[config.mk]
export PLATFORM = sky130hd
export DESIGN_NAME = weighted_rr_arbiter
export DESIGN_NICKNAME = d
export VERILOG_FILES = /design/src/rtl/wrr_arb_pkg.sv /design/src/rtl/masked_priority_encoder.sv /design/src/rtl/weighted_rr_arbiter.sv
export SDC_FILE = /design/constraint.sdc
export NUM_CORES = 1
export LEC_CHECK = 0
export ABC_AREA = 1
export CAP_MARGIN = 20
export CORE_ASPECT_RATIO = 1.5
export CORE_UTILIZATION = 53
export CTS_BUF_LIST = sky130_fd_sc_hd__clkbuf_2
export CTS_CLUSTER_DIAMETER = 40
export DETAILED_ROUTE_END_ITERATION = 8
export MAX_ROUTING_LAYER = met4
export PLACE_DENSITY = 0.87
export SYNTH_ARGS = -nofsm -noshare
export SYNTH_HDL_FRONTEND = slang
export SYNTH_SLANG_ARGS = --single-unit
[constraint.sdc]
create_clock -name i_clk -period 5.5 [get_ports i_clk]
set_input_delay 0.825 -clock i_clk [delete_from_list [all_inputs] [get_ports i_clk]]
set_output_delay 0.825 -clock i_clk [all_outputs]
set_load 0.01 [all_outputs]
[src/rtl/wrr_arb_pkg.sv]
// Shared constants and helpers for the weighted round-robin arbiter.
// Weight extraction maps a programmed weight of 0 to a quantum of 1.
package wrr_arb_pkg;

    localparam int DEF_PORTS    = 4;
    localparam int DEF_WEIGHT_W = 4;
    // Upper bound on PORTS*WEIGHT_W accepted by wrr_weight().
    localparam int MAX_BUS_W    = 256;

    function automatic int unsigned wrr_weight(
        input logic [MAX_BUS_W-1:0] bus,
        input int unsigned          n,
        input int unsigned          w
    );
        logic [MAX_BUS_W-1:0] s;
        int unsigned          v;
        s = bus >> (n * w);
        v = 0;
        for (int b = 0; b < 32; b++) begin
            if (b < int'(w)) v[b] = s[b];
        end
        if (v == 0) v = 1;
        return v;
    endfunction

endpackage

[src/rtl/masked_priority_encoder.sv]
// Pivot-exclusive round-robin priority encoder: returns the first set request
// strictly after i_pivot, wrapping, with the pivot itself checked last.
module masked_priority_encoder #(
    parameter  int PORTS = 4,
    localparam int IDX_W = $clog2(PORTS)
) (
    input  logic [PORTS-1:0] i_req_vec,
    input  logic [IDX_W-1:0] i_pivot,
    output logic [IDX_W-1:0] o_idx,
    output logic             o_valid
);

    always_comb begin
        o_valid = 1'b0;
        o_idx   = '0;
        // Scan farthest-first so the nearest requester after the pivot wins.
        for (int k = PORTS; k >= 1; k--) begin
            int j;
            j = (int'(i_pivot) + k) % PORTS;
            if (i_req_vec[IDX_W'(j)]) begin
                o_valid = 1'b1;
                o_idx   = IDX_W'(j);
            end
        end
    end

endmodule

[src/rtl/weighted_rr_arbiter.sv]
// Weighted round-robin arbiter: registered one-hot grant, per-port beat quantum,
// valid/ready backpressure. Define RR_LOCK_EN to let i_lock hold a grant indefinitely.
module weighted_rr_arbiter
    import wrr_arb_pkg::*;
#(
    parameter  int PORTS    = DEF_PORTS,
    parameter  int WEIGHT_W = DEF_WEIGHT_W,
    localparam int IDX_W    = $clog2(PORTS)
) (
    input  logic                        i_clk,
    input  logic                        i_rstn,
    input  logic [PORTS-1:0]            i_req_vec,
    input  logic [PORTS*WEIGHT_W-1:0]   i_weight,
    input  logic                        i_ready,
    input  logic                        i_lock,
    output logic [PORTS-1:0]            o_grant_vec,
    output logic [IDX_W-1:0]            o_grant_idx,
    output logic                        o_grant_valid
);

    logic [PORTS-1:0]    r_grant_vec;
    logic [IDX_W-1:0]    r_grant_idx;
    logic [WEIGHT_W-1:0] r_credit;
    logic [IDX_W-1:0]    r_pivot;

    logic [PORTS-1:0]    w_nxt_vec;
    logic [IDX_W-1:0]    w_nxt_idx;
    logic [WEIGHT_W-1:0] w_nxt_credit;
    logic [IDX_W-1:0]    w_nxt_pivot;

    logic                w_have_grant;
    logic                w_cur_req;
    logic                w_accept;
    logic                w_lock;
    logic                w_last;
    logic                w_hold;
    logic [IDX_W-1:0]    w_enc_pivot;
    logic [IDX_W-1:0]    w_enc_idx;
    logic                w_enc_valid;
    logic [WEIGHT_W-1:0] w_sel_weight;
    logic [MAX_BUS_W-1:0] w_weight_ext;

    // A withdrawn request drops its grant combinationally.
    assign o_grant_vec   = r_grant_vec & i_req_vec;
    assign o_grant_valid = |o_grant_vec;
    assign o_grant_idx   = o_grant_valid ? r_grant_idx : '0;

    assign w_have_grant = |r_grant_vec;
    assign w_cur_req    = w_have_grant & i_req_vec[r_grant_idx];
    assign w_accept     = o_grant_valid & i_ready;

`ifdef RR_LOCK_EN
    assign w_lock = i_lock & w_cur_req;
`else
    logic w_unused_lock;
    assign w_unused_lock = i_lock;
    assign w_lock        = 1'b0;
`endif

    assign w_last = w_accept & (r_credit == WEIGHT_W'(1)) & ~w_lock;
    assign w_hold = w_cur_req & ~w_last;

    // Rotation searches after the outgoing grantee; an idle arbiter uses the stored pivot.
    assign w_enc_pivot = w_have_grant ? r_grant_idx : r_pivot;

    masked_priority_encoder #(.PORTS(PORTS)) u_enc (
        .i_req_vec (i_req_vec),
        .i_pivot   (w_enc_pivot),
        .o_idx     (w_enc_idx),
        .o_valid   (w_enc_valid)
    );

    assign w_weight_ext = MAX_BUS_W'(i_weight);
    assign w_sel_weight = WEIGHT_W'(wrr_weight(w_weight_ext, 32'(w_enc_idx), 32'(WEIGHT_W)));

    always_comb begin
        w_nxt_vec    = r_grant_vec;
        w_nxt_idx    = r_grant_idx;
        w_nxt_credit = r_credit;
        w_nxt_pivot  = r_pivot;
        if (w_hold) begin
            if (w_accept && !w_lock) w_nxt_credit = r_credit - WEIGHT_W'(1);
        end else begin
            if (w_have_grant) w_nxt_pivot = r_grant_idx;
            if (w_enc_valid) begin
                w_nxt_vec            = '0;
                w_nxt_vec[w_enc_idx] = 1'b1;
                w_nxt_idx            = w_enc_idx;
                w_nxt_credit         = w_sel_weight;
            end else begin
                w_nxt_vec    = '0;
                w_nxt_credit = '0;
            end
        end
    end

    always_ff @(posedge i_clk or negedge i_rstn) begin
        if (!i_rstn) begin
            r_grant_vec <= '0;
            r_grant_idx <= '0;
            r_credit    <= '0;
            r_pivot     <= IDX_W'(PORTS - 1);
        end else begin
            r_grant_vec <= w_nxt_vec;
            r_grant_idx <= w_nxt_idx;
            r_credit    <= w_nxt_credit;
            r_pivot     <= w_nxt_pivot;
        end
    end

endmodule

==> out/metrics.yaml <==
synth-main-ff-cell: "dfrtp_1"
first_iter_violations: 50
fill_cells: 179
finalHoldViolCount: 0
via_per_inst: 5.544
gp_congestion: 0.8436
vias: 1264
ys_ff_latch: 12
ctsHoldBuffers: 0
skew_ns: 0.01239
drv_slew: 0
synth_edf_count: 0
required_ns: 4.68
rsz0062_at_grt: "no"
syn_nets: 199
die_h_um: 58.42
crit_slowest_cell: "nor4_1"
htree_levels: 1
critPathMostFrequentCell: "clkdlybuf4s50_1"
worstPathMaxFanout: 4
synth_common_cells: "nand2_1 (57), inv_1 (22), nand3_1 (22)"
multi_input_area_sq_um: 735.7
n_antenna_cell: 0
post-route-util_pct: 73.00
syn_area_sq_mm: 0.001125
nets: 233
m1WireLength_um: 1167
start_util_pct: 56.19
grt_usage_pct: 28.03
grt_start_max_net_pins: 13
max-slew-margin-rel_pct: 47.25
met2_length_um: 1467
ioPinCount: 31
cts_root_buffer: "clkbuf_2"
drtAntennaViolNets: 0
synthCells: 173
fin_crit_sh_pct: 64.62
clock.fmax_ghz: 0.2814
async_reset_ff_share_pct: 100.0
grt_pass1_wl_um: 4450
numCtsBuffers: 3
clk_latency_ns: 0.28
cts_tree: "yes"
seq_area_sq_um: 302.8
avgRoutedWirePerCell_um: 12.29
wirelength_um: 2803
yosysTopAreaCellShare_pct: 22.25
drive_gt1_share_pct: 13.59
hp-class: "reg2reg"
firstDrtPassIters: 5
drc: 0
antenna_found_initial: 0
path_buf_inv: 3
path_cells: "clkdlybuf4s50_1 -> nand2_1 -> inv_1 -> nor4_1 -> nor2_1 -> clkdlybuf4s50_1"
yosys-top-cells-area: "dfrtp_1 (22%), nand2_1 (19%), nand3_1 (9.8%)"
critical_path_arrival_ns: 2.73
fp.dieW_um: 39.62
cap_violations: 0
row_count: 20
setup_tns_ns: 0
wl_met3_um: 87
port-buffer-count: 29
setup_violations: 0
syn_area_per_cell_sq_um: 6.502
dp_hpwl_um: 2306
slowest_delay_ns: 0.69
die_area_sq_mm: 0.002314
fin_hold_ws_ns: 0.5315
cts_num_sinks: 12
cp-end-kind: "output port"
yosysUniqueCellTypes: 25
cts.clk_slew.worst_paths_ns: 0.10
critical_path_class: "in2out"
yosysMostFrequentCell: "nand2_1"
area_delta_synth_final_pct: 29.92
grt_pass1_vias: 1078
r2r_slack_ns: 3.04
cpLargestDelayFamily: "buffers and inverters"
core_area_sq_mm: 0.002002
ys_warn_count: 0
grt_overflow: 0
fin_crit_ns: 3.554
synth.largest_area_cell: "dfrtp_1"
cts_resized: 0
clockBufferDepth: 2
postCtsSetupRepairBufs: 0
routed.top_layer: "met4"
synth-seq-area-share_pct: 26.92
status: "complete, no violations"
crit_path_start_kind: "primary input"
tightest_slew_ns: 0.7840
final cells by class:
cell class / instances / share of cell area [%]
Multi-Input combinational cell: 138 / 50.34
Sequential cell: 12 / 20.72
Clock inverter: 1 / 0.2568
Inverter: 23 / 5.908
Tap cell: 22 / 1.884
Clock buffer: 3 / 1.027
Timing Repair Buffer: 29 / 19.86
flip-flops by register name (all words and copies together), names as in the netlist:
register and count:
r_credit 4, r_grant_idx 2, r_grant_vec 4, r_pivot 2
metrics by stage:
stage / area, sq um / setup WS [ns] / cells
2_1_floorplan: 1125 / 3.132 / 173
3_3_place_gp: 1443 / 1.967 / 224
6_report: 1461 / 1.946 / 228
4_1_cts: 1461 / 1.922 / 228
3_5_place_dp: 1443 / 1.932 / 224
5_1_grt: 1461 / 1.787 / 228
per-layer routing:
metal  up-vias  track usage (%)
li1        635                -
met1       582            32.19
met2        34            49.88
met3        13            2.264
met4         0            7.389
met5         -                -
final timing paths:
kind / from / endpoint / depth (start not counted)
worst max register to register: r_grant_vec[0] / r_credit[2] / 10
max in group asynchronous: i_rstn / r_pivot[1] / 1
min in group asynchronous: i_rstn / r_credit[0] / 1
worst min-delay path: r_pivot[1] / r_pivot[1] / 2
worst max-delay path: i_req_vec[0] / o_grant_idx[1] / 6
worst min register to register: r_pivot[1] / r_pivot[1] / 2
worst register-to-register path, stage by stage (launching register included):
cell and delay (ns):
dfrtp_1 0.44, nand2_1 0.09, inv_1 0.05, nor4_1 0.69, nor2_1 0.17, nand4_1 0.14, nand3_2 0.18, nor2_1 0.26
inv_1 0.14, nand2_1 0.09, o21ai_0 0.08
cell usage in the layout, fill, tap and decap left out, types with 5 or more instances in the layout:
cell type        instances
dfrtp_1                 10
nand2_2                  7
nand2_1                 57
a21oi_1                  5
nand3_1                 22
nor2_1                   7
inv_1                   22
nand2_4                  5
clkdlybuf4s50_1         29
o21ai_0                 13
cell families after synthesis:
logic type | after synthesis | share of synthesized area, %
and+or+nand+nor | 108 | 47.39
AOI/OAI and AO/OA | 26 | 14.24
buffers and inverters | 23 | 7.675
DFF | 12 | 26.92
xor gates and xnor gates | 2 | 1.558
adders and majority gates | 2 | 2.224
Power is left out: the tool's default activity adds up to more than one toggle a clock period on the data nets, which glitch-free logic cannot reach.
